<file path="config.mk">
export PLATFORM = sky130hd
export DESIGN_NAME = tx_ft245
export DESIGN_NICKNAME = d
export VERILOG_FILES = /design/src/rtl/tx_ft245.sv
export SDC_FILE = /design/constraint.sdc
export NUM_CORES = 1
export LEC_CHECK = 0
export ABC_CLOCK_PERIOD_IN_PS = 2300
export BUFFER_PORTS_ARGS = -buffer_cell sky130_fd_sc_hd__buf_4
export CORE_AREA = 2 2 121 123
export CTS_CLUSTER_SIZE = 8
export DETAILED_ROUTE_END_ITERATION = 10
export DIE_AREA = 0 0 123 125
export GPL_ROUTABILITY_DRIVEN = 1
export GPL_TIMING_DRIVEN = 0
export PLACE_DENSITY = 0.71
export SETUP_SLACK_MARGIN = 0.3
export SLEW_MARGIN = 40
export SYNTH_ARGS = -nofsm -noshare
export SYNTH_HDL_FRONTEND = slang
export SYNTH_SLANG_ARGS = --single-unit
</file>
<file path="constraint.sdc">
create_clock -name clk -period 2.3 [get_ports clk]
set_input_delay 0.115 -clock clk [delete_from_list [all_inputs] [get_ports clk]]
set_output_delay 0.115 -clock clk [all_outputs]
set_load 0.02 [all_outputs]
</file>
<file path="src/rtl/tx_ft245.sv">
// ---------------------------------------------------------------------------
// tx_ft245 -- tx byte FIFO plus FT245-style parallel USB FIFO write sequencer.
//
// The upstream mux writes bytes through winc/wfull.  Bytes are drained to the
// FT245 bus one at a time using a timed WR# strobe:
//    SETUP  : data driven, WR# high  (SETUP_CYC cycles)
//    STROBE : WR# low                (STROBE_CYC cycles)
//    HOLD   : data held, WR# high    (HOLD_CYC cycles)
// A byte is popped from the FIFO when the sequencer leaves IDLE, and a popped
// byte is always completed, even if TXE# rises during the transfer.
//
// Optional feature, macro TX_FT_SIWU_EN: after a byte has been sent and the
// FIFO then stays empty for SIWU_IDLE idle cycles, SIWU# is pulsed low for
// STROBE_CYC cycles to flush the device buffer to the host.  Without the
// macro, ft_siwu_n is tied high and no idle counter is built.
//
// Ports:
//    clk        in   system clock
//    rst        in   synchronous reset, active-high
//    wdata      in   byte from mux
//    winc       in   write strobe, one byte per cycle
//    wfull      out  FIFO full (registered)
//    wcount     out  FIFO occupancy (registered), ADDR_W+1 bits
//    ft_txe_n   in   FT245 TXE#, asynchronous, low = device accepts a byte
//    ft_data    out  byte to FT245 bus
//    ft_data_oe out  output enable for ft_data
//    ft_wr_n    out  FT245 WR#
//    ft_siwu_n  out  FT245 SIWU#
// ---------------------------------------------------------------------------
module tx_ft245 #(
   parameter int ADDR_W     = 4,
   parameter int SETUP_CYC  = 2,
   parameter int STROBE_CYC = 3,
   parameter int HOLD_CYC   = 1,
   parameter int SIWU_IDLE  = 255
) (
   input  logic              clk,
   input  logic              rst,
   input  logic [7:0]        wdata,
   input  logic              winc,
   output logic              wfull,
   output logic [ADDR_W:0]   wcount,
   input  logic              ft_txe_n,
   output logic [7:0]        ft_data,
   output logic              ft_data_oe,
   output logic              ft_wr_n,
   output logic              ft_siwu_n
);

   localparam int DEPTH = 1 << ADDR_W;
   localparam int MAXC  = (SETUP_CYC > STROBE_CYC) ?
                          ((SETUP_CYC > HOLD_CYC) ? SETUP_CYC : HOLD_CYC) :
                          ((STROBE_CYC > HOLD_CYC) ? STROBE_CYC : HOLD_CYC);
   localparam int CW    = (MAXC > 1) ? $clog2(MAXC) : 1;

   localparam logic [ADDR_W:0] DEPTH_C    = (ADDR_W+1)'(DEPTH);
   localparam logic [CW-1:0]   SETUP_LD   = CW'(SETUP_CYC - 1);
   localparam logic [CW-1:0]   STROBE_LD  = CW'(STROBE_CYC - 1);
   localparam logic [CW-1:0]   HOLD_LD    = CW'(HOLD_CYC - 1);

   typedef enum logic [1:0] {
      IDLE   = 2'd0,
      SETUP  = 2'd1,
      STROBE = 2'd2,
      HOLD   = 2'd3
   } state_t;

   logic [7:0]      mem [DEPTH];
   logic [ADDR_W:0] wptr_r;
   logic [ADDR_W:0] rptr_r;
   logic [ADDR_W:0] count_r;
   logic [ADDR_W:0] count_nxt_s;
   logic            full_r;
   logic            txe_meta_r;
   logic            txe_sync_r;      // synchronised TXE#
   state_t          state_r;
   state_t          state_nxt_s;
   logic [CW-1:0]   cnt_r;
   logic [CW-1:0]   cnt_nxt_s;
   logic [7:0]      data_r;
   logic            oe_r;
   logic            wr_n_r;
   logic            accept_s;
   logic            pop_s;
   logic            siwu_hold_s;

   // wfull is a register, so acceptance never depends combinationally on winc
   assign accept_s = winc && !full_r;
   assign pop_s    = (state_r == IDLE) && (count_r != {(ADDR_W+1){1'b0}}) &&
                     !txe_sync_r && !siwu_hold_s;

   assign wfull      = full_r;
   assign wcount     = count_r;
   assign ft_data    = data_r;
   assign ft_data_oe = oe_r;
   assign ft_wr_n    = wr_n_r;

   // Next occupancy: a simultaneous accept and pop leaves it unchanged
   always_comb begin
      count_nxt_s = count_r;
      if (accept_s && !pop_s) begin
         count_nxt_s = count_r + {{ADDR_W{1'b0}}, 1'b1};
      end else if (pop_s && !accept_s) begin
         count_nxt_s = count_r - {{ADDR_W{1'b0}}, 1'b1};
      end else begin
         count_nxt_s = count_r;
      end
   end

   // FIFO storage; contents are don't-care after reset, so no reset here
   always_ff @(posedge clk) begin
      if (accept_s) begin
         mem[wptr_r[ADDR_W-1:0]] <= wdata;
      end
   end

   // FIFO pointers, occupancy and full flag
   always_ff @(posedge clk) begin
      if (rst) begin
         wptr_r  <= {(ADDR_W+1){1'b0}};
         rptr_r  <= {(ADDR_W+1){1'b0}};
         count_r <= {(ADDR_W+1){1'b0}};
         full_r  <= 1'b0;
      end else begin
         if (accept_s) begin
            wptr_r <= wptr_r + {{ADDR_W{1'b0}}, 1'b1};
         end
         if (pop_s) begin
            rptr_r <= rptr_r + {{ADDR_W{1'b0}}, 1'b1};
         end
         count_r <= count_nxt_s;
         full_r  <= (count_nxt_s == DEPTH_C);
      end
   end

   // Two-flop synchroniser for TXE#; resets to "device not ready"
   always_ff @(posedge clk) begin
      if (rst) begin
         txe_meta_r <= 1'b1;
         txe_sync_r <= 1'b1;
      end else begin
         txe_meta_r <= ft_txe_n;
         txe_sync_r <= txe_meta_r;
      end
   end

   // Sequencer next state; the down-counter is loaded with N-1 on state entry
   always_comb begin
      state_nxt_s = state_r;
      cnt_nxt_s   = cnt_r;
      case (state_r)
         IDLE: begin
            if (pop_s) begin
               state_nxt_s = SETUP;
               cnt_nxt_s   = SETUP_LD;
            end else begin
               state_nxt_s = IDLE;
               cnt_nxt_s   = {CW{1'b0}};
            end
         end
         SETUP: begin
            if (cnt_r == {CW{1'b0}}) begin
               state_nxt_s = STROBE;
               cnt_nxt_s   = STROBE_LD;
            end else begin
               cnt_nxt_s   = cnt_r - {{(CW-1){1'b0}}, 1'b1};
            end
         end
         STROBE: begin
            if (cnt_r == {CW{1'b0}}) begin
               state_nxt_s = HOLD;
               cnt_nxt_s   = HOLD_LD;
            end else begin
               cnt_nxt_s   = cnt_r - {{(CW-1){1'b0}}, 1'b1};
            end
         end
         HOLD: begin
            if (cnt_r == {CW{1'b0}}) begin
               state_nxt_s = IDLE;
               cnt_nxt_s   = {CW{1'b0}};
            end else begin
               cnt_nxt_s   = cnt_r - {{(CW-1){1'b0}}, 1'b1};
            end
         end
         default: begin
            state_nxt_s = IDLE;
            cnt_nxt_s   = {CW{1'b0}};
         end
      endcase
   end

   // Sequencer state plus bus outputs registered from the next state so
   // WR#/OE line up exactly with the state they belong to
   always_ff @(posedge clk) begin
      if (rst) begin
         state_r <= IDLE;
         cnt_r   <= {CW{1'b0}};
         data_r  <= 8'h00;
         oe_r    <= 1'b0;
         wr_n_r  <= 1'b1;
      end else begin
         state_r <= state_nxt_s;
         cnt_r   <= cnt_nxt_s;
         if (pop_s) begin
            data_r <= mem[rptr_r[ADDR_W-1:0]];
         end
         oe_r    <= (state_nxt_s != IDLE);
         wr_n_r  <= (state_nxt_s != STROBE);
      end
   end

`ifdef TX_FT_SIWU_EN
   localparam int            IW        = $clog2(SIWU_IDLE + 1);
   localparam logic [IW-1:0] SIWU_LAST = IW'(SIWU_IDLE - 1);

   logic          sent_r;
   logic [IW-1:0] idle_cnt_r;
   logic          siwu_act_r;
   logic [CW-1:0] siwu_cnt_r;
   logic          siwu_n_r;

   // While SIWU# is low the sequencer is held in IDLE
   assign siwu_hold_s = siwu_act_r;
   assign ft_siwu_n   = siwu_n_r;

   // Idle counting after a sent byte and the SIWU# pulse itself
   always_ff @(posedge clk) begin
      if (rst) begin
         sent_r     <= 1'b0;
         idle_cnt_r <= {IW{1'b0}};
         siwu_act_r <= 1'b0;
         siwu_cnt_r <= {CW{1'b0}};
         siwu_n_r   <= 1'b1;
      end else if (siwu_act_r) begin
         // a write during the pulse does not shorten it
         if (siwu_cnt_r == {CW{1'b0}}) begin
            siwu_act_r <= 1'b0;
            siwu_n_r   <= 1'b1;
            sent_r     <= 1'b0;
            idle_cnt_r <= {IW{1'b0}};
         end else begin
            siwu_cnt_r <= siwu_cnt_r - {{(CW-1){1'b0}}, 1'b1};
         end
      end else begin
         if (pop_s) begin
            sent_r <= 1'b1;
         end
         if (accept_s || (state_r != IDLE) || pop_s) begin
            idle_cnt_r <= {IW{1'b0}};
         end else if (sent_r && (count_r == {(ADDR_W+1){1'b0}})) begin
            idle_cnt_r <= idle_cnt_r + {{(IW-1){1'b0}}, 1'b1};
            if (idle_cnt_r == SIWU_LAST) begin
               siwu_act_r <= 1'b1;
               siwu_n_r   <= 1'b0;
               siwu_cnt_r <= STROBE_LD;
            end
         end
      end
   end
`else
   assign siwu_hold_s = 1'b0;
   assign ft_siwu_n   = 1'b1;
`endif

endmodule

</file>
Word level (Yosys, flattened, before mapping)
Memory sizes are Yosys's and may differ from the RTL's. A register that Yosys moved wholly into a read port is not among the register bits. Index checks and enable logic that the tools add are counted.

Memories: 1. Bits in writable memories: 128. Bits of input ports: 12. Bits in registers: 24.

Memories: mem (words 16, width 8, read ports 1, clocked after memory_dff 1, wr ports 1, RTL line 68) `logic [7:0] mem [DEPTH];`.

$add $sub $neg: 5. Equal/unequal tests: 5. Mux-type cells: 12. Reduce and logical (&&, ||, !) cells: 14.

Operators by type and width (count): $add A5 B1 Y5 const B (3); $mux W2 (5); $mux W5 (2); $pmux W2 S4 (1); $pmux W2 S3 (1); $eq A5 B5 Y1 const B (1); $logic_and A1 B1 Y1 (5); $reduce_bool A5 Y1 (1); $sub A5 B1 Y5 const B (1); $eq A2 B2 Y1 const B (2); $logic_not A1 Y1 (4); $logic_not A2 Y1 (2); $mux W1 (3); $eq A2 B1 Y1 const B (1); $ne A2 B2 Y1 const B (1); $reduce_bool A2 Y1 (1); $reduce_or A2 Y1 (1); $sub A2 B1 Y2 const B (1).

Logic depth before layout (Yosys ltp)
Depth in word-level cells: 7. Mapped depth: 8.

Least setup slack after synthesis
OpenSTA, ideal clock, no wires.

Path kind: register -> register. Start: register full_r, in the netlist wfull. End: memory mem[3][0] (enable). Period minus slack after synthesis: 2.040 ns. Cell stages (with the launch flop): 5. Arrival time: 1.656 ns. Path slack: 0.260 ns. Cells stage by stage: dfxtp_1 nor2b_1 buf_1 nand2_1 nor3_1.

Longest elaborated chain between the ends: 4.

Ends and longest elaborated chain: start: declaration (RTL line 73) `logic full_r;`; start signal: assignment (RTL line 132) `full_r <= (count_nxt_s == DEPTH_C);`; $logic_not A1 Y1 (RTL line 88) `assign accept_s = winc && !full_r;`; $logic_and A1 B1 Y1 (RTL line 88); $mux W1 (RTL line 112) `if (accept_s) begin`; $mux W1 (implied by the code) (RTL line 113) `mem[wptr_r[ADDR_W-1:0]] <= wdata;`; end: declaration (RTL line 68).

No other way between the ends.

Worst setup path after layout
Start: register full_r, in the netlist wfull. End: memory mem[4][7] (enable).

The elaborated chain is that of the path after synthesis.

==> reports/metrics.cfg <==
[clock_tree]
cts.sinks=158
cts_max_level=4
cts_root_buf=clkbuf_16
cts_buffers=17
clockBufferDepth=2
insertion_delay_ns=0.42
cts_tree=done
clk_pin_slew_ns=0.06

[global_routing]
antenna_found_initial=0
grt_pass1_vias=3392
track_usage=0.1694
grt_pass1_wl_microns=18680
grt_max_degree=17
grt-ovfl-total=0

[finish]
layout_common_cells=128 x edfxtp_1, 32 x mux4_2, 30 x buf_4
area_delta_synth_final_pct=20.00
finalNetCount=445
diodes=0
fillers=1111
stdcell_area_sq_mm=0.007513
drive_above_1_share=0.3050
final_common_cell=edfxtp_1

[synthesis]
synth_top_family_by_area=multiplexers
yosysWarnings=0
synth.cell_area_sq_mm=0.006261
syn_inst=372
synth.avg_cell_area_sq_um=16.83
ys_seq_area_frac=0.7098
synth_cell_types=41
synth_top_area_frac=0.6139
synth.largest_area_cell=edfxtp_1
synthMuxAreaShare=0.1185
synthXorXnorAreaFrac=0.01679
synth_simple_gate_area_share=0.06055
syn-num-nets=394
synth_fa_ha_area_frac=0.01998
synth_area_leaders=edfxtp_1 61%, mux4_2 12%, dfxtp_1 9.6%
ys_ff_latch=158
synth_compound_area_frac=0.05176

[outcome]
status=finished, final reports clean

[detailed_routing]
vias_per_cell=5.450
postRouteAntennaNets=0
routedWlPerCell_microns=19.82
vias=3379
drt-pass1-iter-count=5
wl_microns=12290
initialDrtViolationCount=289
route.detailed.drc=0

[placement]
io_buffers=27
post_dp_cell_area_sq_mm=0.006714
dp_hpwl_microns=7828
gp_congestion=0.8421

[worst_setup_path]
r2r-start=wfull
crit_start=wfull
path_class=reg2reg
crit_path_end_kind=register
required_ns=2.36
startpoint_type=register
crit_fanout=10
worstRegToRegCells=4
r2r_slack_ns=0.29
cp.arrival_ns=2.07

[floorplanning]
die_h_microns=125
die_w_microns=123
num_io_pins=29
start_util=0.4408
fp-row-count=44
core_sq_mm=0.01420
design.die.area_sq_mm=0.01538

[timing]
rsz0062_at_grt=yes
setup_viol=0
max_freq_mhz=496.4
fin_crit_ns=2.015
skew_ns=0.006701
worst_slew_margin_rel=0.5818
drv_slew=0
worst_pin_slew_ns=0.6250
hold_viol=0
fin_crit_sh=0.8759
whs_ns=0.02350

[power]
power_mw=6.270
leakage_nw=2.464
power_density_mw_per_mm2=834.4
ir_drop_mv=0.5185

[hold_path]
whs_path_depth=1
hp-class=in2reg
min_from=wdata[6]

[flow_run]
maxCapViolCount=0

power breakdown:
| part | switching [mW] | internal [mW] | total (mW) |
|---|---|---|---|
| combinational | 0.258 | 0.182 | 0.440 |
| sequential | 0.0498 | 3.15 | 3.20 |
| clock | 1.05 | 1.58 | 2.63 |
cells in the mapped netlist (all sizes together):
master	n
a2bb2oi	1
a32oi	1
clkbuf	10
nor3	7
o21bai	1
nor4b	1
nor2	27
nor4	1
mux2i	1
nor4bb	1
conb	1
o21ai	11
xor2	6
buf	13
dfxtp	30
and2	1
nor2b	4
xnor2	6
a22o	16
ha	10
nor3b	2
or2	3
nand3	3
a311oi	2
or3	2
inv	7
mux2	1
and3b	1
nand2	21
a211oi	1
nand4	2
a21oi	15
edfxtp	128
nand2b	3
mux4	32
area by class of cell:
| type | instances | area, sq um | share of cell area |
|---|---|---|---|
| buffer | 23 | 170.2 | 0.02265 |
| clock buffer | 19 | 432.9 | 0.05762 |
| clock inverter | 13 | 123.9 | 0.01649 |
| inverter | 7 | 26.28 | 0.003497 |
| multi-input combinational | 184 | 1826 | 0.2430 |
| sequential | 158 | 4447 | 0.5918 |
| tap | 184 | 230.2 | 0.03064 |
| timing repair buffer | 32 | 257.7 | 0.03430 |
cell families after synthesis:
kind of cell	Yosys count
DFF	158
xor gates and xnor gates	12
and+or+nand+nor	79
other	1
muxes	34
adders and majority gates	10
buffers and inverters	30
AOI/OAI and AO/OA	48
worst max-delay path, stage by stage (launching register included):
cell	delay, ns
dfxtp_1	0.32
nor2b_1	0.21
buf_2	0.30
nand2_1	0.31
nor2_2	0.52
flip-flops by register name, summed over array words and instances, names as in the netlist, 2 cells and up:
register  cells
wptr_r        4
mem         128
wcount        5
ft_data       8
rptr_r        4
state_r       2
cnt_r         2
worst paths after layout:
check	to
max	mem[4][7]
min	mem[7][6]
max reg2reg	mem[4][7]
min reg2reg	txe_sync_r
stage by stage:
step           setup slack (ns)   TNS, ns  cells  utilization
6_report                 0.2853         0    620       0.5290
3_5_place_dp           -0.02860  -0.03530    583       0.4727
5_1_grt                  0.1772         0    620       0.5290
4_1_cts                  0.2329         0    617       0.5212
3_3_place_gp            -0.2076    -3.323    583       0.4720
2_1_floorplan            0.2962         0    372            -
per-layer routing:
layer | track usage | part of all wire | vias to the layer above
li1 | - | - | 1538
met1 | 0.2288 | 0.43 | 1718
met2 | 0.2645 | 0.50 | 107
met3 | 0.05566 | 0.060 | 16
met4 | 0.04813 | 0.012 | 0
met5 | 0 | 0 | -
timing repair:
item | 4_1_cts | 5_1_grt
gates cloned | 0 | 0
hold buffers | 2 | 0
endpoints found under the setup margin | 141 | 89
hold endpoints to repair | 3 | 0
resized for setup | 37 | 24
pin swaps | 0 | 0
setup buffers | 0 | 3
No activity file was read; power rests on OpenSTA's default activity.
